==> config.mk <==
export PLATFORM = sky130hd
export DESIGN_NAME = cmd_issue_queue
export DESIGN_NICKNAME = d
export VERILOG_FILES = /design/src/rtl/cmd_issue_queue_pkg.sv /design/src/rtl/cmd_issue_queue_fifo.sv /design/src/rtl/cmd_issue_queue.sv
export SDC_FILE = /design/constraint.sdc
export NUM_CORES = 1
export LEC_CHECK = 0
export ABC_AREA = 1
export ABC_CLOCK_PERIOD_IN_PS = 2050
export BUFFER_PORTS_ARGS = -buffer_cell sky130_fd_sc_hd__buf_2
export CORE_ASPECT_RATIO = 0.9
export CORE_MARGIN = 2
export CORE_UTILIZATION = 52
export DETAILED_ROUTE_END_ITERATION = 8
export PLACE_DENSITY_LB_ADDON = 0.05
export SYNTH_ARGS = -nofsm -noshare
export SYNTH_HDL_FRONTEND = slang
export SYNTH_SLANG_ARGS = --single-unit
==> constraint.sdc <==
create_clock -name clk -period 2.05 [get_ports clk]
set_input_delay 0 -clock clk [delete_from_list [all_inputs] [get_ports clk]]
set_output_delay 0 -clock clk [all_outputs]
set_load 0.02 [all_outputs]
==> src/rtl/cmd_issue_queue_pkg.sv <==
// -----------------------------------------------------------------------------
// cmd_issue_queue_pkg
// Shared definitions for the controller / issue-queue pair:
//   - controller state encodings (INPUT -> RF_RW -> [COMPUTE -> RF_W] -> INPUT)
//   - issue-slot state encoding
//   - instruction field widths and the packed instruction word width
//   - default command driven while no instruction is issued
// -----------------------------------------------------------------------------
package cmd_issue_queue_pkg;

    typedef enum logic [1:0] {
        STATE_INPUT   = 2'b00,
        STATE_RF_RW   = 2'b01,
        STATE_COMPUTE = 2'b10,
        STATE_RF_W    = 2'b11
    } ctrl_state_e;

    typedef enum logic {
        SLOT_EMPTY = 1'b0,
        SLOT_BUSY  = 1'b1
    } slot_state_e;

    localparam int CMD_W             = 3;
    localparam int DEFAULT_RF_ADDR_W = 3;
    localparam int DEFAULT_DATA_W    = 8;

    localparam logic [CMD_W-1:0] DEFAULT_IDLE_CMD = 3'b000;

    // Packed word layout, MSB to LSB: {cmd, rd, rs1, rs2, imm}.
    function automatic int instr_word_w(input int rf_addr_w, input int data_w);
        return CMD_W + 3 * rf_addr_w + data_w;
    endfunction

endpackage

==> src/rtl/cmd_issue_queue_fifo.sv <==
// -----------------------------------------------------------------------------
// cmd_fifo
// Parameterised circular buffer. Push is ignored when full and pop is ignored
// when empty, so the occupancy can never leave [0, DEPTH]. The head entry is
// presented combinationally on o_rd_data.
//
// Ports:
//   clk, rst_n   clock (posedge) and asynchronous active-low reset
//   i_push       write i_wr_data at the tail (ignored when full)
//   i_wr_data    word to enqueue
//   i_pop        drop the head entry (ignored when empty)
//   o_rd_data    current head entry (undefined content when empty)
//   o_full       occupancy == DEPTH
//   o_empty      occupancy == 0
//   o_count      occupancy, 0..DEPTH
// -----------------------------------------------------------------------------
module cmd_fifo #(
    parameter  int DEPTH = 4,
    parameter  int WIDTH = 8,
    localparam int PTR_W = $clog2(DEPTH),
    localparam int CNT_W = PTR_W + 1
) (
    input  logic             clk,
    input  logic             rst_n,
    input  logic             i_push,
    input  logic [WIDTH-1:0] i_wr_data,
    input  logic             i_pop,
    output logic [WIDTH-1:0] o_rd_data,
    output logic             o_full,
    output logic             o_empty,
    output logic [CNT_W-1:0] o_count
);

    logic [WIDTH-1:0] r_mem [DEPTH];
    logic [PTR_W-1:0] r_wr_ptr;
    logic [PTR_W-1:0] r_rd_ptr;
    logic [CNT_W-1:0] r_count;

    logic w_do_push;
    logic w_do_pop;

    assign o_full    = (r_count == CNT_W'(DEPTH));
    assign o_empty   = (r_count == '0);
    assign o_count   = r_count;
    assign o_rd_data = r_mem[r_rd_ptr];

    assign w_do_push = i_push && !o_full;
    assign w_do_pop  = i_pop && !o_empty;

    // NOTE: state is updated with <= so every flop samples pre-edge values;
    // a blocking = here would let later statements see the new value.
    // DEPTH is a power of two, so the pointers wrap by plain overflow.
    always_ff @(posedge clk or negedge rst_n) begin
        if (!rst_n) begin
            r_wr_ptr <= '0;
            r_rd_ptr <= '0;
            r_count  <= '0;
        end else begin
            if (w_do_push) r_wr_ptr <= r_wr_ptr + PTR_W'(1);
            if (w_do_pop)  r_rd_ptr <= r_rd_ptr + PTR_W'(1);
            case ({w_do_push, w_do_pop})
                2'b10:   r_count <= r_count + CNT_W'(1);
                2'b01:   r_count <= r_count - CNT_W'(1);
                default: r_count <= r_count;
            endcase
        end
    end

    // NOTE: storage has no reset; entries are only read once the pointers say
    // they were written, so clearing them would buy nothing.
    always_ff @(posedge clk) begin
        if (w_do_push) r_mem[r_wr_ptr] <= i_wr_data;
    end

endmodule

==> src/rtl/cmd_issue_queue.sv <==
// -----------------------------------------------------------------------------
// cmd_issue_queue
// Buffers instruction words from the operator/input logic and presents exactly
// one of them to the multi-cycle controller and datapath. A new instruction is
// taken from the FIFO on every edge where the controller sits in INPUT; the
// issue registers hold through RF_RW/COMPUTE/RF_W. If the FIFO is empty at that
// edge a bubble (IDLE_CMD, issue_valid = 0) is issued instead. The controller's
// done pulse retires the issued instruction on that same INPUT edge.
//
// Ports:
//   clk, rst_n                  clock (posedge), asynchronous active-low reset
//   in_valid / in_ready         producer handshake; in_ready = (count != DEPTH)
//   in_cmd, in_rd, in_rs1,
//   in_rs2, in_imm              instruction word fields
//   ctrl_state                  controller current state
//   ctrl_done                   controller done pulse (in INPUT after a txn)
//   issue_valid                 issued slot holds a real instruction
//   issue_cmd, issue_rd,
//   issue_rs1, issue_rs2,
//   issue_imm                   issued instruction fields
//   count                       FIFO occupancy
//   retire_count                retired instructions, wraps 255 -> 0
// -----------------------------------------------------------------------------
module cmd_issue_queue
    import cmd_issue_queue_pkg::*;
#(
    parameter  int               DEPTH     = 4,
    parameter  int               RF_ADDR_W = DEFAULT_RF_ADDR_W,
    parameter  int               DATA_W    = DEFAULT_DATA_W,
    parameter  logic [CMD_W-1:0] IDLE_CMD  = DEFAULT_IDLE_CMD,
    localparam int               CNT_W     = $clog2(DEPTH) + 1
) (
    input  logic                 clk,
    input  logic                 rst_n,

    input  logic                 in_valid,
    output logic                 in_ready,
    input  logic [CMD_W-1:0]     in_cmd,
    input  logic [RF_ADDR_W-1:0] in_rd,
    input  logic [RF_ADDR_W-1:0] in_rs1,
    input  logic [RF_ADDR_W-1:0] in_rs2,
    input  logic [DATA_W-1:0]    in_imm,

    input  logic [1:0]           ctrl_state,
    input  logic                 ctrl_done,

    output logic                 issue_valid,
    output logic [CMD_W-1:0]     issue_cmd,
    output logic [RF_ADDR_W-1:0] issue_rd,
    output logic [RF_ADDR_W-1:0] issue_rs1,
    output logic [RF_ADDR_W-1:0] issue_rs2,
    output logic [DATA_W-1:0]    issue_imm,
    output logic [CNT_W-1:0]     count,
    output logic [7:0]           retire_count
);

    localparam int WORD_W  = instr_word_w(RF_ADDR_W, DATA_W);
    localparam int IMM_LSB = 0;
    localparam int RS2_LSB = DATA_W;
    localparam int RS1_LSB = DATA_W + RF_ADDR_W;
    localparam int RD_LSB  = DATA_W + 2 * RF_ADDR_W;
    localparam int CMD_LSB = DATA_W + 3 * RF_ADDR_W;

    logic [WORD_W-1:0] w_wr_word;
    logic [WORD_W-1:0] w_head;
    logic              w_fifo_full;
    logic              w_fifo_empty;
    logic              w_push;
    logic              w_pop;
    logic              w_issue_edge;
    logic              w_retire;

    slot_state_e       r_slot_state;
    slot_state_e       w_slot_next;

    logic [CMD_W-1:0]     r_issue_cmd;
    logic [RF_ADDR_W-1:0] r_issue_rd;
    logic [RF_ADDR_W-1:0] r_issue_rs1;
    logic [RF_ADDR_W-1:0] r_issue_rs2;
    logic [DATA_W-1:0]    r_issue_imm;
    logic [7:0]           r_retire_count;

    assign w_wr_word    = {in_cmd, in_rd, in_rs1, in_rs2, in_imm};
    assign in_ready     = !w_fifo_full;
    assign w_push       = in_valid && in_ready;
    assign w_issue_edge = (ctrl_state == STATE_INPUT);
    // The pop sees the pre-edge occupancy, so a word pushed on this same edge
    // into an empty FIFO is not bypassed; it issues on the next INPUT edge.
    assign w_pop        = w_issue_edge && !w_fifo_empty;
    assign w_retire     = ctrl_done && issue_valid;

    cmd_fifo #(
        .DEPTH (DEPTH),
        .WIDTH (WORD_W)
    ) u_fifo (
        .clk       (clk),
        .rst_n     (rst_n),
        .i_push    (w_push),
        .i_wr_data (w_wr_word),
        .i_pop     (w_pop),
        .o_rd_data (w_head),
        .o_full    (w_fifo_full),
        .o_empty   (w_fifo_empty),
        .o_count   (count)
    );

    // Issue-slot FSM: SLOT_BUSY exactly when a real instruction is presented.
    always_ff @(posedge clk or negedge rst_n) begin
        if (!rst_n) r_slot_state <= SLOT_EMPTY;
        else        r_slot_state <= w_slot_next;
    end

    // NOTE: every output of this block is assigned a default first, so no path
    // leaves a signal unassigned and no latch is inferred.
    always_comb begin
        w_slot_next = r_slot_state;
        issue_valid = (r_slot_state == SLOT_BUSY);
        if (w_issue_edge) begin
            w_slot_next = w_fifo_empty ? SLOT_EMPTY : SLOT_BUSY;
        end
    end

    // Issue registers only change on INPUT edges, keeping the instruction
    // stable for the whole RF_RW/COMPUTE/RF_W sequence.
    always_ff @(posedge clk or negedge rst_n) begin
        if (!rst_n) begin
            r_issue_cmd <= IDLE_CMD;
            r_issue_rd  <= '0;
            r_issue_rs1 <= '0;
            r_issue_rs2 <= '0;
            r_issue_imm <= '0;
        end else if (w_issue_edge) begin
            if (!w_fifo_empty) begin
                r_issue_cmd <= w_head[CMD_LSB +: CMD_W];
                r_issue_rd  <= w_head[RD_LSB  +: RF_ADDR_W];
                r_issue_rs1 <= w_head[RS1_LSB +: RF_ADDR_W];
                r_issue_rs2 <= w_head[RS2_LSB +: RF_ADDR_W];
                r_issue_imm <= w_head[IMM_LSB +: DATA_W];
            end else begin
                r_issue_cmd <= IDLE_CMD;
                r_issue_rd  <= '0;
                r_issue_rs1 <= '0;
                r_issue_rs2 <= '0;
                r_issue_imm <= '0;
            end
        end
    end

    // Bubble transactions also end with ctrl_done but are not counted.
    always_ff @(posedge clk or negedge rst_n) begin
        if (!rst_n)        r_retire_count <= '0;
        else if (w_retire) r_retire_count <= r_retire_count + 8'd1;
    end

    assign issue_cmd    = r_issue_cmd;
    assign issue_rd     = r_issue_rd;
    assign issue_rs1    = r_issue_rs1;
    assign issue_rs2    = r_issue_rs2;
    assign issue_imm    = r_issue_imm;
    assign retire_count = r_retire_count;

endmodule

Yosys cells after proc, flatten, opt, wreduce, memory -nomap -nowiden:

Memories as Yosys holds them, arrays and structs flattened.
Index checks and enable logic that the tools add are counted.

* reduce and logical (&&, ||, !) cells: 10
* eq/ne operators: 3
* multiplexer cells: 9
* $add $sub $neg: 5

Operator list (number)
* 3-bit 2-to-1 mux: 4
* 8-bit by 1-bit adder with 8-bit output (second input constant): 1
* 8-bit 2-to-1 mux: 1
* 3-bit case mux with 2 select lines: 1
* 1-bit logical AND: 5
* 2-bit by 1-bit adder with 2-bit output (second input constant): 2
* 3-bit by 1-bit adder with 3-bit output (second input constant): 1
* 3-bit == test (second input constant): 1
* 3-bit zero test: 1
* 1-bit 2-to-1 mux: 3
* 3-bit by 1-bit subtractor with 3-bit output (second input constant): 1
* 2-bit by 1-bit == test with 1-bit output (second input constant): 1
* 2-bit == test (second input constant): 1
* 1-bit zero test: 2
* 2-bit zero test: 1
* 2-bit nonzero test: 1

* output and inout port bits: 33
* register bits: 36
* bits of input ports: 26
* word-level logic and storage cells: 38
* bits in writable memories: 80
* memories: 1

Memories
* u_fifo.r_mem: words 4, width 20, rd ports 1, clocked after memory_dff 0, wr ports 1, line cmd_issue_queue_fifo.sv:34 `logic [WIDTH-1:0] r_mem [DEPTH];`

Logic depth before layout (Yosys ltp):

Gate-level depths: netlist (run 1).

* depth after elaboration: 6
* gate-level depth with buffers: 12
* depth with buffers taken out: 11

Hierarchy:

From an unflattened synthesis (run 1), not the netlist that was laid out.

* cell total of the unflattened synthesis: 435
* area total of the unflattened synthesis: 4902.2 um2

Modules (own cells, without submodules)
* cmd_fifo: cells an instance 294, area an instance 3669.8 um2, times used 1
* cmd_issue_queue: cells an instance 141, area an instance 1232.4 um2, times used 1

Worst setup path before layout (run 1):

Ideal clock, no wire load.

* kind: flip-flop to flip-flop
* start: register u_fifo.r_count[0] (netlist: u_fifo.o_count[0])
* end: memory u_fifo.r_mem[0][0] in the netlist's numbering (enable)
* period minus slack after synthesis: 2.186 ns
* setup time: 0.397 ns
* cell stages (with the launch flop): 5
* arrival time: 1.789 ns
* slack: -0.136 ns
* path through: dfrtp_1 > nor2_2 > nand2_1 > nand2_2 > nor2_1

* longest elaborated chain between the ends: 6

RTL lines
* start: declaration: line cmd_issue_queue_fifo.sv:37 `logic [CNT_W-1:0] r_count;`
* start signal: assignment: line cmd_issue_queue_fifo.sv:62 `2'b10: r_count <= r_count + CNT_W'(1);`
* start signal: assignment: line cmd_issue_queue_fifo.sv:63 `2'b01: r_count <= r_count - CNT_W'(1);`
* start signal: assignment: line cmd_issue_queue_fifo.sv:64 `default: r_count <= r_count;`
* 3-bit == test (*): line cmd_issue_queue_fifo.sv:42 `assign o_full = (r_count == CNT_W'(DEPTH));`
* 1-bit zero test (*): line cmd_issue_queue.sv:84 `assign in_ready = !w_fifo_full;`
* named net in_ready: line cmd_issue_queue.sv:37 `output logic in_ready,`
* 1-bit logical AND: line cmd_issue_queue.sv:85 `assign w_push = in_valid && in_ready;`
* 1-bit logical AND (*): line cmd_issue_queue_fifo.sv:47 `assign w_do_push = i_push && !o_full;`
* 1-bit 2-to-1 mux (*): line cmd_issue_queue_fifo.sv:72 `if (w_do_push) r_mem[r_wr_ptr] <= i_wr_data;`
* 1-bit 2-to-1 mux (not written as such) (*): line cmd_issue_queue_fifo.sv:72
* end: declaration: line cmd_issue_queue_fifo.sv:34

Mark *: on every way through the listed nets, which the timed path passes. The rest lies on a longest branch.

Worst setup path after layout (run 1):

* start: register u_fifo.r_count[0] (netlist: u_fifo.o_count[0])
* end: register u_fifo.r_count[2] (netlist: u_fifo.o_count[2])

* longest elaborated chain between the ends: 6

RTL lines
* 3-bit == test or 3-bit zero test (tied branches): line cmd_issue_queue_fifo.sv:42, cmd_issue_queue_fifo.sv:43
* 1-bit zero test (on tied branches)
* 1-bit logical AND (on tied branches): line cmd_issue_queue.sv:85, cmd_issue_queue.sv:89
* 1-bit logical AND (on tied branches): line cmd_issue_queue_fifo.sv:47, cmd_issue_queue_fifo.sv:48
* 2-bit by 1-bit == test with 1-bit output or 2-bit == test (tied branches): line cmd_issue_queue_fifo.sv:61 `case ({w_do_push, w_do_pop})`
* 3-bit case mux with 2 select lines or 2-bit nonzero test (tied branches)

Several ways; a longest one is shown, not always the timed one.
A chain may end at the register's enable or synchronous reset.

==> results of run 1 <==
metal layers:
layer / routed length, um / share of wire [%] / track usage (%)
met4: 79 / 0.87 / 6.91
met2: 4520 / 50 / 33.7
met3: 386 / 4.2 / 4.40
met1: 4130 / 45 / 25.6
met5: 0 / 0 / 0
logic make-up after synthesis:
group	after synthesis	share of synthesized area, %
multiplexers	1	0.232
adder cells (fa/ha/maj)	7	1.96
XOR/XNOR	9	1.62
buffers and inverters	38	5.36
flip-flops	116	68.0
AO/OA/AOI/OAI	3	0.309
AND/OR/NAND/NOR	221	22.5
metrics by stage:
step	setup slack [ns]	hold WS [ns]
after floorplan	-0.136	-0.296
after global placement	0.343	0.170
after detailed placement	0.270	0.181
after CTS	0.0484	0.185
after global routing	0.163	0.238
final	0.284	0.159
registers in the layout, summed over array words and instances, names as in the netlist, 2 cells and up:
signal	cells
issue_cmd	3
u_fifo.r_mem	80
issue_imm	8
u_fifo.r_rd_ptr	2
issue_rs1	3
u_fifo.r_wr_ptr	2
u_fifo.o_count	3
issue_rd	3
issue_rs2	3
retire_count	8
timing repair:
action / 4_1_cts / 5_1_grt
resized for setup: 0 / 0
endpoints found under the hold margin: 131 / 3
hold buffers: 25 / 1
setup endpoints to repair: 0 / 1
power breakdown:
group / switching, mW / total [mW] / internal (mW)
Clock: 1.06 / 2.80 / 1.73
Combinational: 1.84 / 2.73 / 0.891
Sequential: 0.288 / 3.47 / 3.18
Total: 3.20 / 9.00 / 5.81
layout make-up:
type	instances	area (um2)	area share, %
Multi-Input combinational cell	241	1300	21.6
Timing Repair Buffer	92	608	10.1
Inverter	21	83.8	1.39
Tap cell	122	153	2.53
Clock inverter	15	158	2.62
Clock buffer	17	414	6.88
Sequential cell	116	3300	54.8
worst paths after layout:
path,end,cells past startpoint
worst max-delay path,u_fifo.o_count[2],9
worst min-delay path,issue_imm[2],2
worst max register to register,u_fifo.o_count[2],9
worst min register to register,issue_rs2[0],2
max in group asynchronous,issue_cmd[0],2
min in group clk,u_fifo.r_mem[0][12],2
layout by cell type, fill, tap and decap left out, types with 4 or more instances in the layout:
cell type and n:
nand2_1 123, edfxtp_1 80, buf_2 58, nand3_1 45
dfrtp_1 36, dlygate4sd3_1 25, nand2_2 21, nand3_2 19
inv_1 18, clkbuf_16 16, buf_4 9, nor2_2 6
ha_1 6, xor2_1 5, clkinv_4 5, xnor2_1 4
==> impl_metrics.yaml, run 1 <==
outcome:
  outcome: "finished, final reports clean"
yosys:
  synth.most_common_cell: "nand2_1"
  syn_area_um2: 4860
  yosys-top-cells-area: "edfxtp_1 49%, dfrtp_1 19%, nand2_1 9.5%"
  synthCells: 395
  synth.top_cell.area_share_pct: 49.5
  post-synth-top-area-cell: "edfxtp_1"
  synth_edf_count: 80
  ys_seq_area_share_pct: 68.0
  syn_nets: 428
  ys_seq_elements: 116
  synth_ff_type: "edfxtp_1"
  synth_cell_types: 26
  synth_commonest_cells: "123 x nand2_1, 80 x edfxtp_1, 45 x nand3_1"
  async_flop_share_pct: 31.0
  ys.warnings.count: 0
  postSynthAreaPerCell_um2: 12.3
cts:
  cts_max_level: 4
  cts-root-buf: "clkbuf_8"
  cts_made_buffers: 17
  cts.sinks: 116
  insertion_delay_ns: 0.50
  cts_tree: "done"
  clk_pin_slew_worst_paths_ns: 0.06
  clockBufferDepth: 2
  postCtsSetupBuffers: 0
critical_path:
  critPathSlowestCell: "dfrtp_1"
  cp_slowest_stage_delay_ns: 0.42
  crit_buf_inv: 1
  critPathArrivalTime_ns: 2.15
  critPathMaxFanout: 4
  rrSetupSlack_ns: 0.28
  crit_type: "reg -> reg"
  crit_start: "u_fifo.o_count[0]"
  crit_chain: "nor2_2, nand2_1, nand2_2, ha_1, inv_1, fa_1, nand2_1, nand3b_1, xor2_1"
  startpoint_type: "register"
  crit_path_end_kind: "register"
  worst_path_most_repeated_cell: "nand2_1"
  rr_startpoint: "u_fifo.o_count[0]"
  critPathRequiredTime_ns: 2.44
  critical_path.top_delay_family: "adder cells"
finish:
  stdcell_area_um2: 6020
  layout-drive-gt1-share_pct: 29.9
  final_core_util_pct: 66.3
  fillCellCount: 706
  area_growth_pct: 24.0
  final_net_count: 522
  antenna_cells: 0
  fin_cells: 624
route:
  drtIter0Drc: 126
  drt_pass1_iterations: 4
  vias: 3075
  final_antenna_net_count: 0
  via_per_inst: 4.93
  drt-wirelength-per-cell_um: 14.6
  drc: 0
  drt_wl_total_mm: 9.11
pwr:
  power.total_mw: 9.00
  powerDensity_nw_per_um2: 1490
  vdd_drop_max_v: 0.00118
  leakagePower_nw: 2.56
place:
  place_congestion: 0.753
  io_buffers: 58
  place_area_um2: 5200
  dp.cells: 567
  dp_hpwl_mm: 5.15
sta:
  setup_tns_ns: 0
  hold_violations: 0
  min_period_ns: 1.77
  fmax_mhz: 566
  relSlewSlack_pct: 41.2
  min_period_over_period_pct: 86.1
  setup_viol: 0
  worst_pin_slew_ns: 0.882
  grt_setup_unrepaired: "false"
  drv_slew: 0
  skew_ns: 0.0107
floorplan:
  initial_core_util_pct: 53.5
  ios: 59
  die_width_um: 106
  core_area_um2: 9080
  dieArea_um2: 10100
  rows: 33
  die_h_um: 95.7
run:
  max_cap_violations: 0
global_routing:
  grt_overflow_total: 0
  grt_pass1_wl_mm: 14.9
  grt_usage_pct: 19.8
  grt_antenna_before_repair: 0
  grt_pass1_vias: 2999
  grt_max_degree: 42
min_path:
  hold_path_class: "in -> async"
No activity file was read; power rests on OpenSTA's default activity.
==> run 2, diff against run 1 <==
CTS_BUF_LIST = sky130_fd_sc_hd__clkbuf_16   (was default)
TNS_END_PERCENT = 100   (was default)
==> impl_metrics.yaml, run 2 (synthesis gave the netlist of run 1 again) <==
sta:
  skew_ns: 0.0108
  relSlewSlack_pct: 41.3
  fmax_mhz: 568
  min_period_over_period_pct: 85.9
  setup_viol: 0
  grt_setup_unrepaired: "false"
  drv_slew: 0
  min_period_ns: 1.76
  hold_violations: 0
  whs_ns: 0.0185
  worst_pin_slew_ns: 0.880
finish:
  largest_register_ffs: 80
  fillCellCount: 708
  regMostFlops: "u_fifo.r_mem"
  final_cell_mix: "123 x nand2_1, 80 x edfxtp_1, 58 x buf_2"
  seq_area_um2: 3300
  area_growth_pct: 24.0
  layout_commonest_cell: "nand2_1"
  final_net_count: 521
  final_core_util_pct: 66.3
  antenna_cells: 0
  multiInputGateArea_um2: 1300
  layout-drive-gt1-share_pct: 29.9
floorplan:
  die_h_um: 95.7
  core_area_um2: 9080
  rows: 33
  ios: 59
  dieArea_um2: 10100
  initial_core_util_pct: 53.5
  die_width_um: 106
route:
  drt-wirelength-per-cell_um: 14.6
  vias: 3077
  via_per_inst: 4.94
  drc: 0
  drt_wl_total_mm: 9.10
  drt_pass1_iterations: 4
  final_antenna_net_count: 0
  drtIter0Drc: 131
critical_path:
  crit_path_end_kind: "register"
  crit_chain: "nor2_2, nand2_1, nand2_2, ha_1, inv_1, fa_1, nand2_1, nand3b_1, xor2_1"
  crit_buf_inv: 1
  cp_slowest_stage_delay_ns: 0.42
  startpoint_type: "register"
  critPathSlowestCell: "dfrtp_1"
  critPathRequiredTime_ns: 2.34
  critPathMaxFanout: 4
  crit_type: "reg -> reg"
  critPathArrivalTime_ns: 2.05
  worst_path_most_repeated_cell: "nand2_1"
  critical_path.top_delay_family: "adder cells"
pwr:
  powerDensity_nw_per_um2: 1500
  leakagePower_nw: 2.56
  vdd_drop_max_v: 0.00118
global_routing:
  grt_overflow_total: 0
  grt_antenna_before_repair: 0
  grt_pass1_vias: 3005
  grt_usage_pct: 19.9
  grt_max_degree: 42
  grt_pass1_wl_mm: 15.0
min_path:
  hold_path_class: "in -> reg"
outcome:
  outcome: "finished, final reports clean"
place:
  place_congestion: 0.753
  io_buffers: 58
  dp_hpwl_mm: 5.15
cts:
  cts_max_level: 4
  cts_hold_buf: 24
  postCtsSetupBuffers: 0
  insertion_delay_ns: 0.40
  cts-root-buf: "clkbuf_16"
  postCtsResizedCells: 0
  clk_pin_slew_worst_paths_ns: 0.06
  cts.sinks: 116
  cts_made_buffers: 17
  clockBufferDepth: 2
  cts_tree: "done"
run:
  max_cap_violations: 0
-- run 2: cell count changes in the layout (fill, tap and decap cells not counted), sizes merged --
cell	previous run	this run
dlygate4sd3	25	24
-- run 2: area by class of cell --
class / count / area share, %
clock buffers: 17 / 7.06
clock inverters: 15 / 2.62
inverters: 21 / 1.39
multi-input cells: 241 / 21.6
flip-flops and latches: 116 / 54.8
well taps: 122 / 2.53
repair buffers: 91 / 9.93
-- run 2: path summary, 6_finish.rpt --
kind	start	endpoint	slack, ns	depth (start not counted)
worst max register to register	u_fifo.o_count[0]	u_fifo.o_count[2]	0.29	9
worst min-delay path	ctrl_state[1]	u_fifo.r_rd_ptr[1]	0.02	5
max in group asynchronous	rst_n	issue_cmd[0]	1.23	2
worst min register to register	issue_rs2[0]	issue_rs2[0]	0.48	2
min in group asynchronous	rst_n	issue_imm[2]	0.26	2
worst max-delay path	u_fifo.o_count[0]	u_fifo.o_count[2]	0.29	9
-- run 2: power by group --
group,switching (mW),internal [mW]
logic,1.84,0.892
clock network,1.06,1.79
registers,0.287,3.18
total,3.19,5.87
-- run 2: worst register-to-register path, cell delays in order (launching register included) --
cell and delay (ns):
dfrtp_1 0.42, nor2_2 0.14, nand2_1 0.09, nand2_2 0.08, ha_1 0.16, inv_1 0.06, fa_1 0.38, nand2_1 0.08
nand3b_1 0.08, xor2_1 0.14
-- run 2: stage by stage --
stage               worst slack, ns  instance area [um2]  cells  power [mW]  setup TNS [ns]
finish                        0.289                 6020    623        9.06               0
global route                  0.167                 6020    623        9.62               0
CTS                           0.266                 6020    623        9.15               0
detailed placement            0.270                 5200    567        6.23               0
global placement              0.343                 5200    567        6.19               0
floorplan                    -0.136                 4860    395        5.57          -10.89
-- run 2: routing by layer --
metal / wire [um] / GRT usage [%] / up-vias
li1: - / - / 1510
met1: 4050 / 25.5 / 1481
met2: 4550 / 34.0 / 79
met3: 423 / 4.47 / 7
met4: 79 / 6.91 / 0
met5: 0 / 0 / -
==> run 3, diff against run 2 <==
REMOVE_ABC_BUFFERS = 1   (was default)
SYNTH_HIERARCHICAL = 1   (was default)
==> impl_metrics.yaml, run 3 <==
place:
  dp.cells: 608
  place_congestion: 0.749
  place_area_um2: 5350
  io_buffers: 58
  dp_hpwl_mm: 5.40
finish:
  final_net_count: 565
  regMostFlops: "u_fifo/r_mem"
  layout-drive-gt1-share_pct: 23.7
  antenna_cells: 0
  fillCellCount: 712
  stdcell_area_um2: 6280
  area_growth_pct: 28.2
  largest_register_ffs: 80
  final_cell_mix: "123 x nand2_1, 80 x edfxtp_1, 64 x inv_1"
  fin_cells: 667
  layout_commonest_cell: "nand2_1"
global_routing:
  grt_usage_pct: 21.1
  grt_pass1_wl_mm: 15.8
  grt_antenna_before_repair: 0
  grt_pass1_vias: 3179
  grt_max_degree: 42
  grt_overflow_total: 0
floorplan:
  initial_core_util_pct: 53.7
  die_width_um: 106
  dieArea_um2: 10200
  ios: 59
  die_h_um: 96.1
  core_area_um2: 9130
  rows: 33
cts:
  cts-root-buf: "clkbuf_16"
  cts_made_buffers: 17
  cts_tree: "done"
  cts.sinks: 116
  clk_pin_slew_worst_paths_ns: 0.06
  insertion_delay_ns: 0.40
  clockBufferDepth: 2
  cts_max_level: 4
run:
  max_cap_violations: 0
outcome:
  outcome: "finished, final reports clean"
route:
  drt_pass1_iterations: 4
  drt_wl_total_mm: 9.85
  via_per_inst: 4.96
  drtIter0Drc: 210
  vias: 3307
  drt-wirelength-per-cell_um: 14.8
  drc: 0
  final_antenna_net_count: 0
critical_path:
  critPathRequiredTime_ns: 2.33
  critPathSlowestCell: "dfrtp_1"
  critPathArrivalTime_ns: 2.19
  worst_path_most_repeated_cell: "inv_1"
  critPathMaxFanout: 3
  crit_path_end_kind: "register"
  critical_path.top_delay_family: "adder cells"
  startpoint_type: "register"
  crit_chain: "inv_2, nand3_4, inv_1, inv_1, nand2_2, inv_2, nand2_2, inv_1, ha_4, inv_2, fa_2, inv_1, nand2_2, nand4_1, nand2_1"
  crit_type: "reg -> reg"
  crit_buf_inv: 7
  cp_slowest_stage_delay_ns: 0.39
yosys:
  ys_seq_elements: 116
  postSynthAreaPerCell_um2: 11.3
  synth_cell_types: 23
  post-synth-top-area-cell: "edfxtp_1"
  yosys-top-cells-area: "edfxtp_1 49%, dfrtp_1 18%, nand2_1 9.8%"
  ys.warnings.count: 6
  synthCells: 435
  synth_ff_type: "edfxtp_1"
  synth_edf_count: 80
  async_flop_share_pct: 31.0
  ys_seq_area_share_pct: 67.4
  synth.most_common_cell: "nand2_1"
  synth.top_cell.area_share_pct: 49.0
  syn_area_um2: 4900
  synth_commonest_cells: "128 x nand2_1, 80 x edfxtp_1, 66 x inv_1"
sta:
  hold_violations: 0
  drv_slew: 0
  min_period_over_period_pct: 93.3
  relSlewSlack_pct: 40.6
  worst_pin_slew_ns: 0.891
  whs_ns: 0.0714
  setup_viol: 0
  fmax_mhz: 523
  min_period_ns: 1.91
  skew_ns: 0.00828
min_path:
  hold_path_class: "in -> reg"
pwr:
  powerDensity_nw_per_um2: 1510
  vdd_drop_max_v: 0.000815
  leakagePower_nw: 2.83
==> run 3: final timing paths <==
| check | start | end | slack [ns] | depth (start not counted) |
|---|---|---|---|---|
| setup / recovery | u_fifo/o_count[0] | u_fifo/o_count[2] | 0.14 | 15 |
| hold / removal | ctrl_state[1] | u_fifo/r_rd_ptr[0] | 0.07 | 7 |
| setup reg to reg | u_fifo/o_count[0] | u_fifo/o_count[2] | 0.14 | 15 |
| hold reg to reg | issue_rs1[1] | issue_rs1[1] | 0.50 | 2 |
| max in group asynchronous | rst_n | issue_rs2[2] | 1.23 | 2 |
| min in group asynchronous | rst_n | u_fifo/r_wr_ptr[0] | 0.26 | 2 |
==> run 3: area by class of cell <==
type                       count  area [um2]  area share [%]
clock inverter                15         191            3.05
timing repair buffer          96         688            11.0
clock buffer                  17         425            6.77
sequential                   116        3300            52.6
inverter                      68         255            4.06
multi-input combinational    233        1270            20.2
tap                          122         153            2.43
==> run 3: kinds of logic after synthesis <==
group                    after synthesis  share of synthesized area [%]
buffers and inverters                 86                           8.07
flip-flops                           116                           67.4
adder cells (fa/ha/maj)                7                           1.94
AND/OR/NAND/NOR                      157                           12.6
AO/OA/AOI/OAI                         63                           8.88
multiplexers                           1                          0.230
XOR/XNOR                               5                          0.893
==> run 3: metrics by stage <==
| step | util (%) | power, mW | setup TNS [ns] | setup WS [ns] |
|---|---|---|---|---|
| final | 68.8 | 9.50 | 0 | 0.137 |
| after global routing | 68.8 | 10.1 | -0.0206 | -0.0206 |
| after CTS | 68.2 | 9.47 | 0 | 0.0416 |
| after detailed placement | 58.6 | 6.34 | 0 | 0.0361 |
| after global placement | 58.6 | 6.28 | 0 | 0.151 |
| after floorplan | - | 5.32 | -26.21 | -0.322 |
==> run 3: per-layer routing <==
metal | vias to the layer above | track usage, % | wire (um)
met5 | - | 0 | 0
met4 | 0 | 7.24 | 76
met3 | 8 | 6.36 | 409
met2 | 78 | 36.2 | 4920
met1 | 1577 | 25.8 | 4440
li1 | 1644 | - | -
==> run 3: power breakdown <==
group | leakage (nW) | total, mW | switching, mW | internal (mW)
combinational | 1.35 | 2.98 | 1.93 | 1.04
clock | 0.303 | 3.02 | 1.00 | 2.02
sequential | 1.18 | 3.50 | 0.305 | 3.20
==> run 3: worst reg2reg max path, cell delays in order (launching register included) <==
cell and delay, ns:
dfrtp_1 0.39, inv_2 0.09, nand3_4 0.08, inv_1 0.04
inv_1 0.06, nand2_2 0.06, inv_2 0.08, nand2_2 0.05
inv_1 0.08, ha_4 0.14, inv_2 0.05, fa_2 0.38
inv_1 0.09, nand2_2 0.07, nand4_1 0.09, nand2_1 0.07
==> run 3: what timing repair did <==
item                                   CTS  global route
buffers inserted                         0             2
setup endpoints to repair                1             2
gates cloned                             0             0
gates resized for setup                  1            17
hold buffers                            25             0
pin swaps                                0             4
endpoints found under the hold margin  121             0
